File: config.mk
export PLATFORM = sky130hd
export DESIGN_NAME = acq_sequencer
export DESIGN_NICKNAME = d
export VERILOG_FILES = /design/src/rtl/acq_sequencer.sv
export SDC_FILE = /design/constraint.sdc
export NUM_CORES = 1
export LEC_CHECK = 0
export ABC_CLOCK_PERIOD_IN_PS = 3400
export BUFFER_PORTS_ARGS = -buffer_cell sky130_fd_sc_hd__clkbuf_2
export CORE_MARGIN = 10
export CORE_UTILIZATION = 53
export DETAILED_ROUTE_END_ITERATION = 8
export GPL_ROUTABILITY_DRIVEN = 0
export PLACE_DENSITY = 0.84
export SYNTH_ARGS = -nofsm -noshare
export SYNTH_HDL_FRONTEND = slang
export SYNTH_SLANG_ARGS = --single-unit
File: constraint.sdc
create_clock -name m00_axis_aclk -period 3.4 [get_ports m00_axis_aclk]
set_clock_uncertainty 0.1 [all_clocks]
set_input_delay 0.68 -clock m00_axis_aclk [delete_from_list [all_inputs] [get_ports m00_axis_aclk]]
set_output_delay 0.68 -clock m00_axis_aclk [all_outputs]
set_load 0.02 [all_outputs]
File: src/rtl/acq_sequencer.sv
// Frame-level acquisition sequencer: arms on a register command, starts frames on
// the synchronised external sync edge, gates capture and tags the last word of each frame.
module acq_sequencer #(
  parameter int CNT_W       = 24,
  parameter int FRM_W       = 16,
  parameter int SYNC_STAGES = 2
) (
  input  logic             m00_axis_aclk,
  input  logic             m00_axis_aresetn,
  input  logic             sync_in,
  input  logic             cfg_rt,
  input  logic             cfg_single,
  input  logic             cfg_abort,
  input  logic             cfg_clear,
  input  logic [CNT_W-1:0] cfg_frame_len,
  input  logic [FRM_W-1:0] cfg_frames,
  input  logic             sample_valid,
  input  logic             fifo_full,
  output logic             capture_en,
  output logic             sample_last,
  output logic             frame_done,
  output logic             busy,
  output logic             armed,
  output logic [FRM_W-1:0] frame_cnt,
  output logic             overflow,
  output logic             sync_missed,
  output logic             aborted
);

  localparam logic [1:0] ST_IDLE    = 2'd0;
  localparam logic [1:0] ST_ARMED   = 2'd1;
  localparam logic [1:0] ST_CAPTURE = 2'd2;

  logic [1:0]             state;
  logic [SYNC_STAGES-1:0] sync_ff;
  logic                   sync_d;
  logic                   sync_rise;
  logic                   rt_d;
  logic                   rt_mode;
  logic                   rt_rise;
  logic [FRM_W-1:0]       frames_left;
  logic [CNT_W-1:0]       sample_cnt;
  logic [CNT_W-1:0]       frame_len_q;
  logic [CNT_W-1:0]       len_m1;
  logic                   in_capture;
  logic                   ovf_hit;
  logic                   last_word;

  // sync_rise is itself registered, so it lands SYNC_STAGES+1 cycles after the pin edge
  always_ff @(posedge m00_axis_aclk or negedge m00_axis_aresetn) begin
    if (!m00_axis_aresetn) begin
      sync_ff   <= '0;
      sync_d    <= 1'b0;
      sync_rise <= 1'b0;
    end else begin
      sync_ff   <= {sync_ff[SYNC_STAGES-2:0], sync_in};
      sync_d    <= sync_ff[SYNC_STAGES-1];
      sync_rise <= sync_ff[SYNC_STAGES-1] & ~sync_d;
    end
  end

  assign in_capture  = (state == ST_CAPTURE);
  assign rt_rise     = cfg_rt & ~rt_d;
  assign len_m1      = frame_len_q - CNT_W'(1);
  assign ovf_hit     = in_capture & sample_valid & fifo_full;
  // Abort and overflow both suppress the last-word tag of the same cycle
  assign last_word   = in_capture & sample_valid & ~fifo_full & ~cfg_abort &
                       (sample_cnt == len_m1);
  assign sample_last = last_word;
  assign capture_en  = in_capture;
  assign busy        = (state != ST_IDLE);
  assign armed       = (state == ST_ARMED);

  always_ff @(posedge m00_axis_aclk or negedge m00_axis_aresetn) begin
    if (!m00_axis_aresetn) begin
      state       <= ST_IDLE;
      rt_d        <= 1'b0;
      rt_mode     <= 1'b0;
      frames_left <= '0;
      sample_cnt  <= '0;
      frame_len_q <= '0;
      frame_done  <= 1'b0;
    end else begin
      rt_d       <= cfg_rt;
      frame_done <= 1'b0;
      case (state)
        ST_IDLE: begin
          if (rt_rise) begin
            state   <= ST_ARMED;
            rt_mode <= 1'b1;
          end else if (cfg_single) begin
            state       <= ST_ARMED;
            rt_mode     <= 1'b0;
            frames_left <= (cfg_frames == '0) ? FRM_W'(1) : cfg_frames;
          end
        end
        ST_ARMED: begin
          if (cfg_abort) begin
            state <= ST_IDLE;
          end else if (sync_rise) begin
            state       <= ST_CAPTURE;
            sample_cnt  <= '0;
            frame_len_q <= cfg_frame_len;
          end
        end
        ST_CAPTURE: begin
          if (sample_valid) sample_cnt <= sample_cnt + CNT_W'(1);
          if (cfg_abort || ovf_hit) begin
            state <= ST_IDLE;
          end else if (last_word) begin
            frame_done <= 1'b1;
            if (rt_mode) begin
              state <= cfg_rt ? ST_ARMED : ST_IDLE;
            end else if (frames_left > FRM_W'(1)) begin
              state       <= ST_ARMED;
              frames_left <= frames_left - FRM_W'(1);
            end else begin
              state <= ST_IDLE;
            end
          end
        end
        default: state <= ST_IDLE;
      endcase
    end
  end

  // Sticky flags: a set in the same cycle as a clear wins; the counter clear wins
  always_ff @(posedge m00_axis_aclk or negedge m00_axis_aresetn) begin
    if (!m00_axis_aresetn) begin
      overflow    <= 1'b0;
      sync_missed <= 1'b0;
      aborted     <= 1'b0;
      frame_cnt   <= '0;
    end else begin
      overflow    <= (overflow & ~cfg_clear) | ovf_hit;
      sync_missed <= (sync_missed & ~cfg_clear) | (in_capture & sync_rise);
      aborted     <= (aborted & ~cfg_clear) | (in_capture & (cfg_abort | ovf_hit));
      if (cfg_clear)      frame_cnt <= '0;
      else if (last_word) frame_cnt <= frame_cnt + FRM_W'(1);
    end
  end

endmodule

; Yosys cells after proc, flatten, opt, wreduce, memory -nomap -nowiden
; Index checks and enable logic that the tools add are counted.
[word_totals]
regBits = 92
in_bits = 49
output_inout_bits = 24
elab_cells = 97
[op_classes]
add_sub_neg = 4
n_lt_le_gt_ge = 1
n_eq_ne = 15
mux = 29
bitwise = 21
reduce_logical = 13
[ops]
columns = op, count
row1 = 16-bit two-way mux, 9
row2 = 24-bit two-way mux, 3
row3 = 24-bit case mux with 2 select lines, 1
row4 = 16-bit case mux with 2 select lines, 1
row5 = "24-bit by 1-bit adder with 24-bit output, second input constant", 1
row6 = 24-bit == test, 1
row7 = "24-bit by 1-bit subtractor with 24-bit output, second input constant", 1
row8 = "16-bit by 1-bit adder with 16-bit output, second input constant", 1
row9 = "16-bit by 1-bit greater-than comparator with 1-bit output, second input constant", 1
row10 = 16-bit zero test, 1
row11 = "16-bit by 1-bit subtractor with 16-bit output, second input constant", 1
row12 = "2-bit inequality test, second input constant", 7
row13 = 1-bit bitwise AND, 12
row14 = 2-bit two-way mux, 6
row15 = 2-bit nonzero test, 5
row16 = 1-bit two-way mux, 8
row17 = 7-bit AND reduction, 1
row18 = "3-bit by 2-bit inequality test with 1-bit output, second input constant", 2
row19 = 2-bit case mux with 3 select lines, 1
row20 = 3-bit AND reduction, 2
row21 = 1-bit NOT, 5
row22 = "2-bit by 1-bit inequality test with 1-bit output, second input constant", 2
row23 = 1-bit bitwise OR, 4
row24 = 4-bit AND reduction, 1
row25 = 6 further kinds, 6

; Longest topological paths before layout
; Gate-level depths: netlist (run 1).
[depth]
word_depth = 8
depth_mapped = 13
depth_no_buf = 10

; Worst setup path before layout (run 1)
; OpenSTA, ideal clock, no wires.
[synth_timing]
path_kind = reg-to-reg
from = register frame_len_q[4]
to = register frame_cnt[15]
setup_ps = 79
t_arrival_ps = 3070
required_ps = 3221
setup_slack_ps = 152
path_stages_with_launch = 11
n_path_buf = 2
synth_period_minus_slack_ps = 3248
cell_sequence = dfrtp_1 > or4_1 > buf_2 > o31a_2 > or3_1 > a21o_1 > a22oi_2 > nand4_2 > buf_6 > or4_1 > a21oi_1
[synth_via]
elab_chain_cells = 4
[synth_rtl]
columns = item, line
row1 = from (decl), 43  ; logic [CNT_W-1:0] frame_len_q;
row2 = from (signal assigned), 103  ; frame_len_q <= cfg_frame_len;
row3 = 24-bit by 1-bit subtractor with 24-bit output, 64  ; assign len_m1 = frame_len_q - CNT_W'(1);
row4 = 24-bit == test, 68  ; (sample_cnt == len_m1);
row5 = 1-bit bitwise AND, 67  ; assign last_word = in_capture & sample_valid & ~fifo_full & ~cfg_abort &
row6 = 2-bit nonzero test (no source line), -
row7 = to (signal assigned), 139  ; else if (last_word) frame_cnt <= frame_cnt + FRM_W'(1);
row8 = to (decl), 24  ; output logic [FRM_W-1:0] frame_cnt,
; No other way between the ends.
; A chain may end at the register's enable or synchronous reset.

; Worst setup path after layout (run 1)
[layout_timing]
from = register frame_len_q[3]
to = output port sample_last
[layout_via]
elab_chain_cells = 3
[layout_rtl]
columns = item, line
row1 = 24-bit by 1-bit subtractor with 24-bit output, 64
row2 = 24-bit == test, 68
row3 = 1-bit bitwise AND, 67
row4 = to (decl), 20  ; output logic sample_last,
; No other way between the ends.

==> impl_metrics.py, run 1 <==
metrics = {
    "run_status": {
        "outcome": "finished with violations",
        "violations": "setup timing",
    },
    "timing": {
        "rsz0062_at_grt": "yes",
        "drv_slew": 0,
        "post-route-period-util_pct": 104.3,
        "tightest_slew_ns": 0.5564,
        "setup_ws_ns": -0.1449,
        "period_needed_ns": 3.545,
        "finalSetupViolCount": 1,
        "hold_viol_final": 0,
        "slew_headroom_pct": 62.78,
        "fmax_mhz": 282.1,
    },
    "finish": {
        "postLayoutCoreUtil_pct": 64.49,
        "area_growth_pct": 18.25,
        "seq_area_um2": 2303,
        "final_area_um2": 6688,
        "fin_nets": 754,
        "drive_gt1_share_pct": 27.66,
        "multi_input_area_um2": 3276,
        "num-fill-cells": 821,
        "n_antenna_cell": 0,
    },
    "die": {
        "pin_count": 73,
        "start_util_pct": 54.54,
        "die_x_um": 123.3,
        "die_h_um": 123.3,
        "rows": 37,
        "core-area_um2": 10370,
        "die_area_um2": 15200,
    },
    "power_and_ir_drop": {
        "total_power_uw": 4359,
        "pwr-share-comb_pct": 44.9,
        "p_int_uw": 2537,
        "switching_share_pct": 41.79,
        "p_leak_uw": 0.002916,
        "p_per_area_nw_per_um2": 651.8,
        "pwr-share-seq_pct": 39.2,
        "p_switching_uw": 1822,
        "vdd_drop_max_mv": 0.3725,
        "clkPwrFrac_pct": 15.9,
    },
    "placed_design": {
        "pre_cts_slack_ns": -0.1203,
        "placed_area_um2": 6271,
        "portBuffers": 72,
        "dp_hpwl_um": 10850,
    },
    "worst_setup_path": {
        "cp.required_ns": 2.62,
        "worst-path-max-fanout": 4,
        "critPathKind": "reg -> out",
        "cp-start-kind": "register",
        "worstSetupEndpointType": "output pin",
        "cp.arrival_ns": 2.76,
    },
    "synthesis": {
        "synth_cells": 610,
        "synth_ff_type": "dfrtp_1",
        "synth-seq-cells": 92,
        "synth_warnings": 0,
        "ys_async_sr_fraction_pct": 100.0,
        "synth_area_um2": 5655,
        "mappedNetlistNets": 664,
        "syn_area_per_cell_um2": 9.271,
        "seq_area_frac_synth_pct": 40.71,
        "synth_enable_flop_cells": 0,
        "netlist-cell-type-count": 77,
    },
    "run": {
        "cap_violations": 0,
    },
    "grt": {
        "grt_pass1_wl_um": 24960,
        "grt_overflow": 0,
        "grt_antenna_before_repair": 0,
        "grt_max_degree": 53,
        "grt_pass1_vias": 5192,
        "track_usage_pct": 19.85,
    },
    "detailed_routing": {
        "drt_iter0_drc": 487,
        "drc": 0,
        "routed_via_density": 6.238,
        "avgRoutedWirePerCell_um": 18.12,
        "antenna_left": 0,
        "wirelength_um": 15240,
        "drt_first_pass_iters": 5,
        "vias": 5246,
    },
    "clocking": {
        "cts_hold_buf": 0,
        "clock_path_buffers": 2,
        "insertion_delay_ns": 0.37,
        "cts_buffers": 9,
        "cts_tree": "built",
        "clockRootBuffer": "clkbuf_8",
        "clock-sinks": 92,
        "htree_levels": 3,
        "clkTransAtPathRegs_ns": 0.10,
    },
    "hold_path": {
        "hp-class": "in -> async",
    },
}
## state kept, by name (all words and copies together), names as in the netlist, 2 cells and up
signal	flops
frames_left	16
frame_len_q	24
frame_cnt	16
sync_ff	2
state	2
sample_cnt	24
## worst max-delay path, stage by stage (launching register included)
cell and delay, ns:
dfrtp_1 0.40, or4_4 0.57, or4b_4 0.52, nor3_4 0.15
xnor2_2 0.09, nor4b_4 0.28, and3_4 0.26, buf_8 0.12
## layout make-up
| type | instances | share of cell area, % |
|---|---|---|
| clock buffer | 11 | 2.114 |
| inverter | 23 | 1.291 |
| sequential | 92 | 34.44 |
| multi-input combinational | 464 | 48.98 |
| tap | 136 | 2.544 |
| clock inverter | 5 | 0.5426 |
| timing repair buffer | 110 | 10.08 |
## placed cells by master (no fill, tap or decap), types with 4 or more instances in the layout
master / synthesis / final
clkbuf_8: 0 / 10
buf_4: 3 / 37
a21o_1: 5 / 5
nand2_1: 39 / 39
nor2_1: 66 / 66
nor2b_1: 11 / 11
mux2i_1: 5 / 5
a31oi_1: 7 / 6
nand2b_1: 6 / 6
and2_1: 6 / 6
nor3_1: 24 / 24
or3_1: 8 / 8
xor2_1: 29 / 29
a2111oi_2: 0 / 7
ha_1: 5 / 4
clkbuf_2: 1 / 70
nor4_1: 10 / 9
or4_1: 9 / 7
and3_1: 7 / 7
nand3_1: 19 / 19
a211oi_2: 0 / 6
inv_1: 23 / 23
nand4_1: 14 / 14
o31ai_1: 7 / 7
dfrtp_1: 92 / 91
a21oi_1: 27 / 26
mux2_2: 25 / 25
o21ai_0: 25 / 25
xnor2_1: 19 / 18
o211ai_1: 11 / 11
## worst paths after layout
path | from | endpoint | slack, ns | cells after the start
worst max-delay path | frame_len_q[3] | sample_last | -0.14 | 7
worst min-delay path | m00_axis_aresetn | frame_len_q[10] | 0.18 | 1
worst max register to register | frame_len_q[3] | frame_cnt[6] | 0.06 | 10
worst min register to register | sync_ff[0] | sync_ff[1] | 0.26 | 0
max in group asynchronous | m00_axis_aresetn | sync_missed | 2.35 | 2
min in group m00_axis_aclk | sync_ff[0] | sync_ff[1] | 0.26 | 0
## cells in the mapped netlist (3+ instances only)
cell       number  area [um2]
a2111oi_0       8       70.07
a211oi_1        9       67.56
a21o_1          5       37.54
a21oi_1        27       135.1
a22oi_1         3       22.52
a31o_2          3       26.28
a31oi_1         7       43.79
and2_1          6       37.54
and3_1          7       43.79
and4_1          4       35.03
buf_2           3       15.01
buf_4           3       22.52
clkbuf_1       20       75.07
dfrtp_1        92        2302
ha_1            5       62.56
inv_1          23       86.33
mux2_2         25       281.5
mux2i_1         5       50.05
nand2_1        39       146.4
nand2b_1        6       37.54
nand3_1        19       95.09
nand4_1        14       87.58
nor2_1         66       247.7
nor2b_1        11       68.82
nor3_1         24       120.1
nor4_1         10       62.56
nor4_2          3       37.54
o2111ai_1       3       26.28
o211ai_1       11       82.58
o21ai_0        25       125.1
o31ai_1         7       52.55
or3_1           8       50.05
or4_1           9       67.56
xnor2_1        19       166.4
xor2_1         29       254.0
## power by group through the flow
stage	registers, uW	logic, uW	clock network (uW)
after floorplan	1630	1240	0
after global placement	1680	1680	0
after detailed placement	1700	1740	0
after CTS	1680	1790	706
after global routing	1750	2130	756
final	1710	1960	694
## routing by layer
metal,GRT usage (%),vias to the layer above,share of wire (%)
met1,25.05,2548,40
met3,5.424,38,7.4
met4,5.022,0,2.0
met5,0,-,0
met2,32.99,239,51
li1,-,2421,-
## per-stage QoR
| stage | instances | hold slack [ns] | TNS (ns) |
|---|---|---|---|
| after floorplan | 610 | 0.2312 | 0 |
| after global placement | 815 | 0.2369 | 0 |
| after detailed placement | 815 | 0.2387 | -0.4672 |
| after CTS | 834 | 0.2028 | -0.2544 |
| after global routing | 841 | 0.2068 | -0.5599 |
| final | 841 | 0.1846 | -0.1449 |
## cells by family after synthesis
kind of cell	share of synthesized area [%]
AO/OA/AOI/OAI	16.50
XOR/XNOR	7.832
adder cells (fa/ha/maj)	1.106
buffers and inverters	4.402
flip-flops	40.71
multiplexers	5.863
AND/OR/NAND/NOR	23.58
## repair_timing
item | in CTS | in global routing
endpoints found under the setup margin | 6 | 18
pin swaps | 7 | 15
setup buffers | 3 | 6
resized for setup | 8 | 31
gates cloned | 0 | 1
Power figures use the tool's default switching activity.
==> run 2, diff against run 1 <==
Settings changed: PLACE_DENSITY 0.84 to 0.76, REMOVE_ABC_BUFFERS set to 1.
==> run 2 against run 1 <==
Highest routed layer unchanged. Via count fell by 1.9%. Critical path type unchanged. First-iteration DRC count fell by 13%. Power rose by 7.1%. The flow still finishes with violations (setup timing).
==> impl_metrics.py, run 2 (same netlist as run 1, synthesis figures left out) <==
metrics = {
    "run_status": {
        "outcome": "finished with violations",
        "violations": "setup timing",
    },
    "clocking": {
        "clkTransAtPathRegs_ns": 0.08,
        "htree_levels": 3,
        "insertion_delay_ns": 0.40,
        "cts_hold_buf": 0,
        "clockRootBuffer": "clkbuf_8",
        "clock-sinks": 92,
        "clock_path_buffers": 2,
        "cts_tree": "built",
        "cts_buffers": 9,
    },
    "timing": {
        "slew_headroom_pct": 62.82,
        "tightest_slew_ns": 0.5534,
        "hold_viol_final": 0,
        "period_needed_ns": 3.539,
        "fmax_mhz": 282.6,
        "rsz0062_at_grt": "yes",
        "hold_slack_ns": 0.1622,
        "finalSetupViolCount": 1,
        "post-route-period-util_pct": 104.1,
        "setup_ws_ns": -0.1391,
        "drv_slew": 0,
    },
    "worst_setup_path": {
        "worst-path-max-fanout": 3,
        "cp-start-kind": "register",
        "critPathKind": "reg -> out",
        "worstSetupEndpointType": "output pin",
        "cp.required_ns": 2.62,
        "cp.arrival_ns": 2.76,
        "reg2reg_depth": 11,
        "cp-startpoint": "frame_len_q[2]",
        "rr_startpoint": "frame_len_q[2]",
    },
    "placed_design": {
        "placed_cells": 818,
        "pre_cts_slack_ns": -0.07448,
        "dp_hpwl_um": 10670,
        "portBuffers": 72,
    },
    "grt": {
        "grt_antenna_before_repair": 0,
        "grt_overflow": 0,
        "track_usage_pct": 19.58,
        "grt_pass1_wl_um": 24100,
        "grt_max_degree": 54,
        "grt_pass1_vias": 5108,
    },
    "finish": {
        "postLayoutCoreUtil_pct": 66.77,
        "stdcell_count": 852,
        "top_regs": "frame_len_q (24), sample_cnt (24)",
        "final_common_cell": "dfrtp_1",
        "final_cell_mix": "dfrtp_1 (92), clkbuf_2 (70), nor2_1 (66)",
        "num-fill-cells": 822,
        "n_antenna_cell": 0,
        "multi_input_area_um2": 3352,
        "area_growth_pct": 22.43,
        "drive_gt1_share_pct": 29.19,
        "fin_nets": 765,
        "seq_area_um2": 2302,
    },
    "die": {
        "die_area_um2": 15200,
        "pin_count": 73,
        "die_h_um": 123.3,
        "core-area_um2": 10370,
        "die_x_um": 123.3,
        "start_util_pct": 54.54,
        "rows": 37,
    },
    "detailed_routing": {
        "antenna_left": 0,
        "drc": 0,
        "vias": 5146,
        "avgRoutedWirePerCell_um": 17.67,
        "drt_iter0_drc": 423,
        "routed_via_density": 6.040,
        "wirelength_um": 15060,
        "drt_first_pass_iters": 5,
    },
    "power_and_ir_drop": {
        "p_leak_uw": 0.003031,
        "p_per_area_nw_per_um2": 674.0,
        "vdd_drop_max_mv": 0.4048,
    },
    "hold_path": {
        "hp-class": "in -> async",
    },
    "run": {
        "cap_violations": 0,
    },
}
[run 2: area by class of cell]
class | count | area share (%)
Clock buffer | 10 | 1.988
Clock inverter | 6 | 1.608
Inverter | 23 | 1.247
Multi-Input combinational cell | 464 | 48.41
Sequential cell | 92 | 33.25
Tap cell | 136 | 2.458
Timing Repair Buffer | 121 | 11.04
[run 2: routing by layer]
metal / track usage [%] / up-vias / wire length (um)
li1: - / 2443 / -
met5: 0 / - / 0
met2: 32.39 / 186 / 7377
met4: 7.715 / 0 / 302
met3: 4.421 / 28 / 965
met1: 24.34 / 2489 / 6412
[run 2: where the power goes]
group | internal [uW] | switching (uW)
Clock | 508 | 413
Combinational | 965 | 1090
Sequential | 1370 | 322
Total | 2840 | 1830
[run 2: path summary, 6_finish.rpt]
kind / end / slack (ns)
worst max-delay path: sample_last / -0.14
worst min-delay path: sample_cnt[11] / 0.16
worst max register to register: frames_left[6] / 0.07
worst min register to register: sync_ff[1] / 0.26
max in group asynchronous: sync_d / 2.39
min in group m00_axis_aclk: sync_ff[1] / 0.26
[run 2: worst max-delay path, cell delays in order, from the launching register on]
cell and delay [ns]:
dfrtp_1 0.40, or4_4 0.55, o31a_2 0.34, or3_1 0.30
a21o_1 0.20, a22oi_2 0.22, and3_4 0.24, buf_8 0.11
[run 2: repair_timing]
item / in CTS / in global routing
gates resized for setup: 9 / 38
cloned: 0 / 1
setup endpoints to repair: 7 / 24
buffers inserted: 6 / 13
pin swaps: 4 / 23
[run 2: through the flow]
| stage | power (uW) | setup TNS (ns) | cell area (um2) |
|---|---|---|---|
| global route | 4944 | -0.3724 | 6924 |
| detailed placement | 3473 | -0.1787 | 6294 |
| floorplan | 2807 | -114.54 | 5493 |
| global placement | 3394 | 0 | 6294 |
| finish | 4667 | -0.1391 | 6924 |
| CTS | 4446 | -0.2464 | 6631 |
==> run 3, diff against run 2 <==
Settings changed: CELL_PAD_IN_SITES_DETAIL_PLACEMENT set to 0, CELL_PAD_IN_SITES_GLOBAL_PLACEMENT set to 1, CORE_UTILIZATION 53 to 41.
==> run 3 against run 2 <==
The run still ends with setup timing left. Clock-buffer cell count up 1. Sequential power about the same. First-iteration DRC count down 24%. Global-route usage down 3.0 points. Sequential cell count unchanged. Power down 0.91%. Wire length up 3.4%. Critical endpoint unchanged. Largest cell class unchanged.
==> impl_metrics.py, run 3 (same netlist as run 1, synthesis figures left out) <==
metrics = {
    "run_status": {
        "outcome": "finished with violations",
        "violations": "setup timing",
    },
    "power_and_ir_drop": {
        "clkPwrFrac_pct": 21.4,
        "p_per_area_nw_per_um2": 673.7,
        "total_power_uw": 4624,
        "p_switching_uw": 1795,
        "p_int_uw": 2829,
        "switching_share_pct": 38.82,
        "p_leak_uw": 0.002992,
        "vdd_drop_max_mv": 0.3018,
        "pwr-share-comb_pct": 41.5,
        "pwr-share-seq_pct": 37.0,
    },
    "timing": {
        "drv_slew": 0,
        "slew_headroom_pct": 63.99,
        "tightest_slew_ns": 0.5383,
        "hold_viol_final": 0,
        "rsz0062_at_grt": "yes",
        "fmax_mhz": 282.3,
        "setup_ws_ns": -0.1422,
        "post-route-period-util_pct": 104.2,
        "period_needed_ns": 3.542,
        "finalSetupViolCount": 1,
    },
    "detailed_routing": {
        "vias": 4977,
        "drc": 0,
        "dr.max_layer_used": "met4",
        "dr_wl_met3_um": 797,
        "routed_via_density": 5.630,
        "wl_met2_um": 7744,
        "antenna_left": 0,
        "wl_met1_um": 6926,
        "avgRoutedWirePerCell_um": 17.61,
        "wirelength_um": 15570,
        "drt_iter0_drc": 323,
        "drt_first_pass_iters": 4,
    },
    "worst_setup_path": {
        "r2r_slack_ns": 0.13,
        "critPathBufInv": 1,
        "max_stage_delay_ns": 0.57,
        "cp-start-kind": "register",
        "cp.arrival_ns": 2.76,
        "cp.required_ns": 2.62,
        "worst_path_max_delay_cell": "or4_4",
        "critical_path.cell_chain": "or4_4 -> or4b_4 -> nor3_4 -> xnor2_2 -> nor4b_4 -> and3_4 -> buf_8",
        "worstSetupEndpointType": "output pin",
        "critPathKind": "reg -> out",
        "path_delay_family": "simple AND/OR/NAND/NOR gates",
        "worst-path-max-fanout": 4,
    },
    "finish": {
        "drive_gt1_share_pct": 26.98,
        "stdcell_count": 884,
        "postLayoutCoreUtil_pct": 51.22,
        "final_common_cell": "dfrtp_1",
        "final_cell_mix": "dfrtp_1 (92), clkbuf_2 (70), nor2_1 (66)",
        "top_regs": "frame_len_q (24), sample_cnt (24)",
        "fin_nets": 758,
        "area_growth_pct": 21.37,
        "n_antenna_cell": 0,
    },
    "die": {
        "start_util_pct": 42.20,
        "core-area_um2": 13400,
        "rows": 42,
        "die_x_um": 137.4,
        "die_area_um2": 18890,
        "pin_count": 73,
        "die_h_um": 137.4,
    },
    "grt": {
        "grt_pass1_vias": 4994,
        "grt_pass1_wl_um": 25140,
        "grt_antenna_before_repair": 0,
        "grt_overflow": 0,
        "grt_max_degree": 58,
        "track_usage_pct": 16.61,
    },
    "clocking": {
        "clock-sinks": 92,
        "clock_path_buffers": 2,
        "htree_levels": 3,
        "clkTransAtPathRegs_ns": 0.06,
        "insertion_delay_ns": 0.35,
        "clockRootBuffer": "clkbuf_16",
        "cts_hold_buf": 0,
        "cts_tree": "built",
        "cts_buffers": 9,
    },
    "placed_design": {
        "dp_hpwl_um": 11250,
        "placed_cells": 858,
        "portBuffers": 72,
    },
    "hold_path": {
        "hp-class": "in -> async",
    },
    "run": {
        "cap_violations": 0,
    },
}
## run 3: cell count changes in the layout (fill, tap and decap cells not counted), sizes merged
| cell | change |
|---|---|
| buf | -7 |
| bufinv | -2 |
| clkbuf | +1 |
## run 3: power groups by stage
stage	sequential [uW]	combinational (uW)	clock, uW
2_1_floorplan	1680	1130	0
3_3_place_gp	1690	1730	0
3_5_place_dp	1700	1760	0
4_1_cts	1690	1810	1030
5_1_grt	1770	2110	1060
6_report	1710	1920	991
## run 3: cell type report
| class | count | area (um2) |
|---|---|---|
| multi-input combinational | 464 | 3263 |
| sequential | 92 | 2302 |
| timing repair buffer | 114 | 708.2 |
| inverter | 23 | 86.33 |
| clock inverter | 4 | 51.30 |
| clock buffer | 11 | 232.7 |
| fill | 1264 | 6536 |
| tap | 176 | 220.2 |
## run 3: repair_timing
item                       CTS  global route
gates cloned                 0             1
gates resized for setup      9            27
buffers inserted             7             3
pin swaps                    6            20
setup endpoints to repair    8            21
## run 3: layer usage
layer / vias to the layer above / GRT usage [%]
met2: 101 / 26.77
li1: 2430 / -
met3: 6 / 4.953
met1: 2440 / 21.10
met4: 0 / 4.625
met5: - / 0
## run 3: stage by stage
step / hold WS, ns / TNS, ns / area, um2 / setup WS [ns]
detailed placement: 0.2396 / -0.7899 / 6344 / -0.1489
global route: 0.2262 / -0.2782 / 6864 / -0.2465
floorplan: 0.2312 / -114.54 / 5493 / -3.424
global placement: 0.2339 / 0 / 6344 / 0.005441
CTS: 0.2004 / -0.2126 / 6726 / -0.2126
finish: 0.1943 / -0.1422 / 6864 / -0.1422
## run 3: worst paths after layout
kind                            depth (start not counted)             start        endpoint
worst min-delay path                                    1  m00_axis_aresetn  sample_cnt[10]
worst max-delay path                                    7    frame_len_q[6]     sample_last
worst max register to register                         10    frame_len_q[6]    frame_cnt[5]
max in group asynchronous                               2  m00_axis_aresetn    frame_cnt[1]
worst min register to register                          0        sync_ff[0]      sync_ff[1]
min in group m00_axis_aclk                              0        sync_ff[0]      sync_ff[1]
